## src/rtl/busqueda_pkg.sv

```systemverilog
// Shared types and constants for the busqueda_sar8 successive-approximation search.
// Build option: BUSQUEDA_SIGNED_EN selects a two's-complement search range (-128..127).
// Without it, the search covers the unsigned range 0..255.
package busqueda_pkg;

  localparam int W = 8;

  typedef enum logic [1:0] {
    IDLE  = 2'd0,
    PROBE = 2'd1,
    CHECK = 2'd2,
    DONE  = 2'd3
  } state_t;

  // The search always runs on an offset-binary value. XOR with OFS maps that value
  // onto the number range the paired comparator uses.
`ifdef BUSQUEDA_SIGNED_EN
  localparam logic [W-1:0] OFS = 8'h80;
`else
  localparam logic [W-1:0] OFS = 8'h00;
`endif

endpackage

```

## src/rtl/busqueda_sar8.sv

```systemverilog
// Purpose: recovers the comparator's hidden "a" operand by driving its "b" input
//          (probe) bit by bit, MSB first, and then runs one verify step.
// Latency: done pulses 9*SETTLE+1 cycles after start, or earlier on a flag fault.
// Backpressure: none; start is only sampled in IDLE and is dropped otherwise (no queuing).
// Build option: BUSQUEDA_SIGNED_EN (see busqueda_pkg) selects the signed range.
module busqueda_sar8
  import busqueda_pkg::*;
#(
  parameter int unsigned SETTLE = 1  // cycles each probe is held; legal range 1..15
) (
  input  logic         clk,
  input  logic         rst_n,
  input  logic         start,
  input  logic         igual,
  input  logic         mayor,
  input  logic         menor,
  output logic [W-1:0] probe,
  output logic         busy,
  output logic         done,
  output logic         found,
  output logic         fault,
  output logic [W-1:0] result
);

  localparam logic [3:0] SETTLE_M1 = 4'(SETTLE - 1);

  state_t         state, state_nx;
  logic [W-1:0]   sar, sar_nx;
  logic [2:0]     idx, idx_nx;
  logic [3:0]     cnt, cnt_nx;
  logic [W-1:0]   probe_nx;
  logic           found_nx, fault_nx;
  logic [W-1:0]   result_nx;

  logic           flags_ok;
  logic [W-1:0]   bit_cur, bit_nxt, sar_upd;

  // Flags are only meaningful when exactly one of them is set.
  always_comb begin
    flags_ok = 1'b0;
    case ({igual, mayor, menor})
      3'b100, 3'b010, 3'b001: flags_ok = 1'b1;
      default:                flags_ok = 1'b0;
    endcase
  end

  // Trial bit of the current step, trial bit of the next step, and the decided SAR value.
  always_comb begin
    bit_cur = W'(1) << idx;
    bit_nxt = W'(1) << (idx - 3'd1);
    sar_upd = (igual | mayor) ? (sar | bit_cur) : sar;
  end

  // Next-state and next-output logic for the search sequencer.
  always_comb begin
    state_nx  = state;
    sar_nx    = sar;
    idx_nx    = idx;
    cnt_nx    = cnt;
    probe_nx  = probe;
    found_nx  = found;
    fault_nx  = fault;
    result_nx = result;
    case (state)
      IDLE: begin
        if (start) begin
          state_nx  = PROBE;
          sar_nx    = '0;
          idx_nx    = 3'd7;
          cnt_nx    = SETTLE_M1;
          probe_nx  = 8'h80 ^ OFS;
          found_nx  = 1'b0;
          fault_nx  = 1'b0;
          result_nx = '0;
        end
      end
      PROBE: begin
        if (cnt != 4'd0) begin
          cnt_nx = cnt - 4'd1;
        end else if (!flags_ok) begin
          fault_nx  = 1'b1;
          found_nx  = 1'b0;
          result_nx = '0;
          state_nx  = DONE;
        end else begin
          sar_nx = sar_upd;
          cnt_nx = SETTLE_M1;
          if (idx == 3'd0) begin
            state_nx = CHECK;
            probe_nx = sar_upd ^ OFS;
          end else begin
            idx_nx   = idx - 3'd1;
            probe_nx = (sar_upd | bit_nxt) ^ OFS;
          end
        end
      end
      CHECK: begin
        if (cnt != 4'd0) begin
          cnt_nx = cnt - 4'd1;
        end else if (!flags_ok) begin
          fault_nx  = 1'b1;
          found_nx  = 1'b0;
          result_nx = '0;
          state_nx  = DONE;
        end else begin
          found_nx  = igual;
          fault_nx  = ~igual;
          result_nx = sar ^ OFS;
          state_nx  = DONE;
        end
      end
      DONE: begin
        state_nx = IDLE;
      end
      default: begin
        state_nx = IDLE;
      end
    endcase
  end

  // State and datapath registers; reset aborts any search in progress.
  always_ff @(posedge clk or negedge rst_n) begin
    if (!rst_n) begin
      state  <= IDLE;
      sar    <= '0;
      idx    <= 3'd7;
      cnt    <= '0;
      probe  <= '0;
      found  <= 1'b0;
      fault  <= 1'b0;
      result <= '0;
    end else begin
      state  <= state_nx;
      sar    <= sar_nx;
      idx    <= idx_nx;
      cnt    <= cnt_nx;
      probe  <= probe_nx;
      found  <= found_nx;
      fault  <= fault_nx;
      result <= result_nx;
    end
  end

  assign busy = (state != IDLE);
  assign done = (state == DONE);

endmodule

```

## config.mk

```make
export PLATFORM = sky130hd
export DESIGN_NAME = busqueda_sar8
export DESIGN_NICKNAME = d
export VERILOG_FILES = /design/src/rtl/busqueda_pkg.sv /design/src/rtl/busqueda_sar8.sv
export SDC_FILE = /design/constraint.sdc
export NUM_CORES = 1
export LEC_CHECK = 0
export BUFFER_PORTS_ARGS = -buffer_cell sky130_fd_sc_hd__buf_2
export CAP_MARGIN = 20
export CORE_UTILIZATION = 30
export DETAILED_ROUTE_END_ITERATION = 8
export GPL_TIMING_DRIVEN = 0
export PLACE_DENSITY = 0.58
export SLEW_MARGIN = 20
export SYNTH_ARGS = -nofsm -noshare
export SYNTH_HDL_FRONTEND = slang
export SYNTH_SLANG_ARGS = --single-unit
```

## constraint.sdc

```tcl
create_clock -name clk -period 6.2 [get_ports clk]
set_input_delay 0.31 -clock clk [delete_from_list [all_inputs] [get_ports clk]]
set_output_delay 0.31 -clock clk [all_outputs]
set_load 0.02 [all_outputs]
```

# Word-level counts from Yosys, hierarchy flattened

Cells that the tools add are included.

Bitwise gates (word level): 4
Shifts and indexed selects: 2
Reductions and logical operators: 12
Mux-type cells: 43
Add/subtract/negate cells: 2
Equal/unequal tests: 15

Operator list:

| kind                                                                | count |
|---|---|
| 8-bit two-way mux                                                   | 12 |
| 8-bit one-hot mux with 2 select lines                               | 2 |
| 8-bit one-hot mux with 3 select lines                               | 1 |
| 4-bit two-way mux                                                   | 4 |
| 8-bit bitwise OR                                                    | 2 |
| 1-bit by 3-bit left shift with 8-bit output (first input constant)  | 2 |
| 2-bit inequality test (second input constant)                       | 7 |
| 3-bit two-way mux                                                   | 4 |
| 4-bit one-hot mux with 3 select lines                               | 1 |
| 4-bit AND reduction                                                 | 3 |
| 1-bit two-way mux                                                   | 10 |
| 2-bit two-way mux                                                   | 5 |
| 5-bit AND reduction                                                 | 2 |
| 2-bit one-hot mux with 4 select lines                               | 1 |
| 3-bit inequality test (second input constant)                       | 2 |
| 1-bit one-hot mux with 3 select lines                               | 2 |
| 3-bit one-hot mux with 2 select lines                               | 1 |
| 2-bit == test (second input constant)                               | 2 |
| 2-bit nonzero test                                                  | 2 |
| 4-bit nonzero test                                                  | 1 |
| 4-bit by 1-bit subtractor with 4-bit output (second input constant) | 1 |
| 3-bit by 1-bit == test with 1-bit output (second input constant)    | 1 |
| 3-bit by 2-bit == test with 1-bit output (second input constant)    | 1 |
| 3-bit == test (second input constant)                               | 1 |
| other kinds (8)                                                     | 8 |

Bits of input ports: 6
Register bits after elaboration: 35
Word-level logic and storage cells: 86
Output and inout port bits: 20

# Logic depth before layout (Yosys ltp)

Word-level depth: 8
Gate-level depth with buffers: 9
Gate-level depth less buffers: 7

# Worst setup path before layout

Ideal clock, no wire load.

Path kind: register to register
Start: register cnt[0]
End: register probe[5]
Required time: 6.108 ns
Data arrival time: 1.987 ns
Cell stages (with the launch flop): 9
Setup slack: 4.122 ns
Clock period less this slack: 2.078 ns
Setup time: 0.092 ns
Path buffers: 2
Path through: dfrtp_1 -> inv_1 -> ha_1 -> nor3b_1 -> o22ai_1 -> or3_1 -> buf_2 -> buf_6 -> o31ai_2

Cells in the longest elaborated chain, start to end: 3

RTL lines:

| element                         | RTL line             | text |
|---|---|---|
| start: declaration              | busqueda_sar8.sv:30  | `logic [3:0] cnt, cnt_nx;` |
| start signal: assignment        | busqueda_sar8.sv:136 | `cnt <= cnt_nx;` |
| 4-bit nonzero test              | busqueda_sar8.sv:78  | `if (cnt != 4'd0) begin` |
| 2-bit inequality test (no line) | --                   |  |
| 4-bit AND reduction (no line)   | --                   |  |
| end signal: assignment          | busqueda_sar8.sv:137 | `probe <= probe_nx;` |
| end: declaration                | busqueda_sar8.sv:17  | `output logic [W-1:0] probe,` |

Every way passes these cells.
A chain may end at the register's enable or synchronous reset.

# Worst setup path in the final report

Start: register cnt[0]
End: register probe[1]

Same word-level chain as after synthesis.

==> impl_metrics.toml <==
[clock_network]
cts_buffers = 5
hold_buffers = 0
max-clock-path-buffers = 2
clock_sinks = 35
postCtsSetupRepairBufs = 0
root_buffer = "clkbuf_8"
postCtsResizedCells = 0
clock_latency_ns = 0.29
htree_levels = 2
cts_tree = "yes"
path_clk_slew_ns = 0.08

[yosys]
synthTopCellsByArea = "dfrtp_1 41%, ha_1 8.3%, mux2_1 5.2%"
synth_largest_area_cell = "dfrtp_1"
synth_top_cell_area_share_pct = 41.1
syn_nets = 216
synthCells = 197
avgSynthCellArea_um2 = 9.90
synth_edf_count = 0
synth-main-ff-cell = "dfrtp_1"
syn_area_mm2 = 0.00195
synth_cell_types = 43
synthArstFlopShare_pct = 100
ys_seq_area_share_pct = 45.1
synth_warnings = 0
ys_ff_latch = 35

[sta]
fmax_mhz = 415
rsz0062_at_grt = "false"
worst_pin_slew_ns = 0.780
drv_slew = 0
period_share_pct = 38.9
setup_viol = 0
hold_violations = 0
setup_tns_ns = 0
maxSlewHeadroom_pct = 48.0
skew_ns = 0.00767
finalCriticalPeriod_ns = 2.41
whs_ns = 0.0959

[worst_setup_path]
cp_slowest_cell = "dfrtp_1"
cp_top_family = "simple AND/OR/NAND/NOR gates"
ff2ff_path_depth = 8
r2r_slack_ns = 3.79
cp_num_buf_inv = 2
reg2reg_to = "probe[1]$_DFFE_PN0P_"
cp.arrival_ns = 2.58
cp_data_required_time_ns = 6.37
path_max_fanout = 9
cp-start-kind = "flip-flop"
rr_startpoint = "cnt[0]$_DFFE_PN0P_"
path_class = "reg -> reg"
crit_chain = "inv_1 > ha_1 > nor3b_1 > o22ai_1 > or3_1 > buf_2 > a221oi_1 > nor2_1"
crit_path_max_incr_delay_ns = 0.41
setup.worst_path.end_class = "flip-flop"

[grt]
grt_overflow = 0
grt_usage_pct = 13.2
grt_pass1_wl_um = 6730
grt_pass1_vias = 1415
grt_max_degree = 36
antenna_found_initial = 0

[power_and_ir_drop]
seqPwrFrac_pct = 29.6
irDropWorstVdd_mv = 0.140
power_mw = 1.13
intPower_mw = 0.643
pwr-share-comb_pct = 51.5
leakagePower_nw = 1.14
p_switching_mw = 0.490
clockPowerShare_pct = 18.9
power_density_mw_per_mm2 = 497
switching_share_pct = 43.3

[layout]
drive_gt1_share_pct = 21.5
nets = 246
syn_to_final_growth_pct = 16.9
diodes = 0

[route]
ant_nets = 0
drc = 0
vias = 1488
wire_per_inst_um = 13.4
routed_via_density = 4.88
dr.first_iter.drc_count = 108
firstDrtPassIters = 4
drt_wl_total_um = 4090

[die]
fp.dieArea_mm2 = 0.00682
core-area_mm2 = 0.00631
rows = 29
initial_core_util_pct = 30.9
ios = 26
die_x_um = 82.6
die_h_um = 82.6

[place]
dp_hpwl_um = 3070
gp_congestion = 0.838
io_buffer_count = 23

[run_status]
outcome = "finished clean"

[hold_path]
hp-class = "in -> async"

[flow_run]
max-cap-violations = 0
-- synthesized netlist by cell type, types with 2 or more instances --
master / instances
mux2_1: 9
buf_2: 3
a221oi_1: 2
and3_1: 7
nand2_1: 15
nand3_1: 2
a2bb2oi_1: 2
nor2_1: 20
inv_1: 11
a22o_1: 5
nor3_1: 5
o21ai_1: 6
o21ai_0: 9
a21oi_1: 13
mux2_2: 3
o31ai_2: 2
a21o_1: 3
clkbuf_1: 2
dfrtp_1: 32
nor2b_1: 2
a31oi_1: 5
o211ai_1: 2
dfstp_2: 3
o31ai_1: 3
ha_1: 13
-- cell families (layout without fill, tap and decap cells) --
| family | Yosys count | count (layout) | share of synthesized area [%] |
|---|---|---|---|
| AOI/OAI and AO/OA | 59 | 59 | 20.3 |
| and+or+nand+nor | 56 | 56 | 13.5 |
| DFF | 35 | 35 | 45.1 |
| buffers and inverters | 19 | 50 | 4.43 |
| adders and majority gates | 13 | 13 | 8.34 |
| muxes | 13 | 13 | 7.45 |
| xor gates and xnor gates | 2 | 2 | 0.899 |
-- power groups by stage --
stage	logic [mW]	registers, mW	clock network, mW
after floorplan	0.426	0.353	0
after global placement	0.580	0.338	0
after detailed placement	0.588	0.339	0
after CTS	0.591	0.335	0.220
after global routing	0.664	0.346	0.227
final	0.584	0.336	0.214
-- worst register-to-register path: stages, from the launching register on --
cell,delay (ns)
dfrtp_1,0.41
inv_1,0.09
ha_1,0.16
nor3b_1,0.40
o22ai_1,0.25
or3_1,0.40
buf_2,0.19
a221oi_1,0.30
nor2_1,0.07
-- stage by stage --
step | std cells | setup WS, ns | cell area, µm² | utilization (%)
6_report | 305 | 3.79 | 2280 | 36.1
4_1_cts | 305 | 3.76 | 2280 | 36.1
3_3_place_gp | 297 | 3.78 | 2160 | 34.2
5_1_grt | 305 | 3.53 | 2280 | 36.1
2_1_floorplan | 197 | 4.12 | 1950 | -
3_5_place_dp | 297 | 3.79 | 2160 | 34.2
-- routing by layer --
| layer | wire [µm] | track usage (%) | up-vias |
|---|---|---|---|
| met1 | 1950 | 17.7 | 691 |
| met3 | 132 | 2.31 | 6 |
| li1 | - | - | 764 |
| met4 | 53 | 4.66 | 0 |
| met5 | 0 | 0 | - |
| met2 | 1950 | 21.3 | 27 |
-- placed cells by master, fill, tap and decap left out, types with 3 or more instances in the layout --
cell / count
a21o_1: 3
a21oi_1: 13
a22o_1: 5
a31oi_1: 5
and3_1: 7
buf_2: 26
clkbuf_8: 6
dfrtp_1: 32
dfstp_2: 3
ha_1: 13
inv_1: 11
mux2_1: 9
mux2_2: 3
nand2_1: 15
nor2_1: 20
nor3_1: 5
o21ai_0: 9
o21ai_1: 6
o31ai_1: 3
-- final cells by class --
| type | instances | area [µm²] |
|---|---|---|
| clock inverters | 2 | 35.0 |
| multi-input cells | 143 | 983 |
| repair buffers | 23 | 115 |
| flip-flops and latches | 35 | 880 |
| inverters | 12 | 45.0 |
| fillers | 666 | 4040 |
| plain buffers | 7 | 41.3 |
| well taps | 77 | 96.3 |
| clock buffers | 6 | 82.6 |
-- how the worst max path moves through the flow --
stage | from | end | slack [ns] | depth (start not counted)
final | cnt[0]$_DFFE_PN0P_ | probe[1]$_DFFE_PN0P_ | 3.79 | 8
after global routing | cnt[0]$_DFFE_PN0P_ | result[5]$_DFFE_PN0P_ | 3.53 | 7
after CTS | cnt[0]$_DFFE_PN0P_ | probe[1]$_DFFE_PN0P_ | 3.76 | 8
after detailed placement | cnt[0]$_DFFE_PN0P_ | probe[1]$_DFFE_PN0P_ | 3.79 | 8
after global placement | cnt[0]$_DFFE_PN0P_ | probe[1]$_DFFE_PN0P_ | 3.78 | 8
after floorplan | cnt[0]$_DFFE_PN0P_ | probe[5]$_DFFE_PN0P_ | 4.12 | 8
-- sequential cells by signal, summed over array words and instances, names as in the netlist --
register / count
state: 2
sar: 8
found: 1
result: 8
fault: 1
idx: 3
cnt: 4
probe: 8
Power figures use the tool's default switching activity.
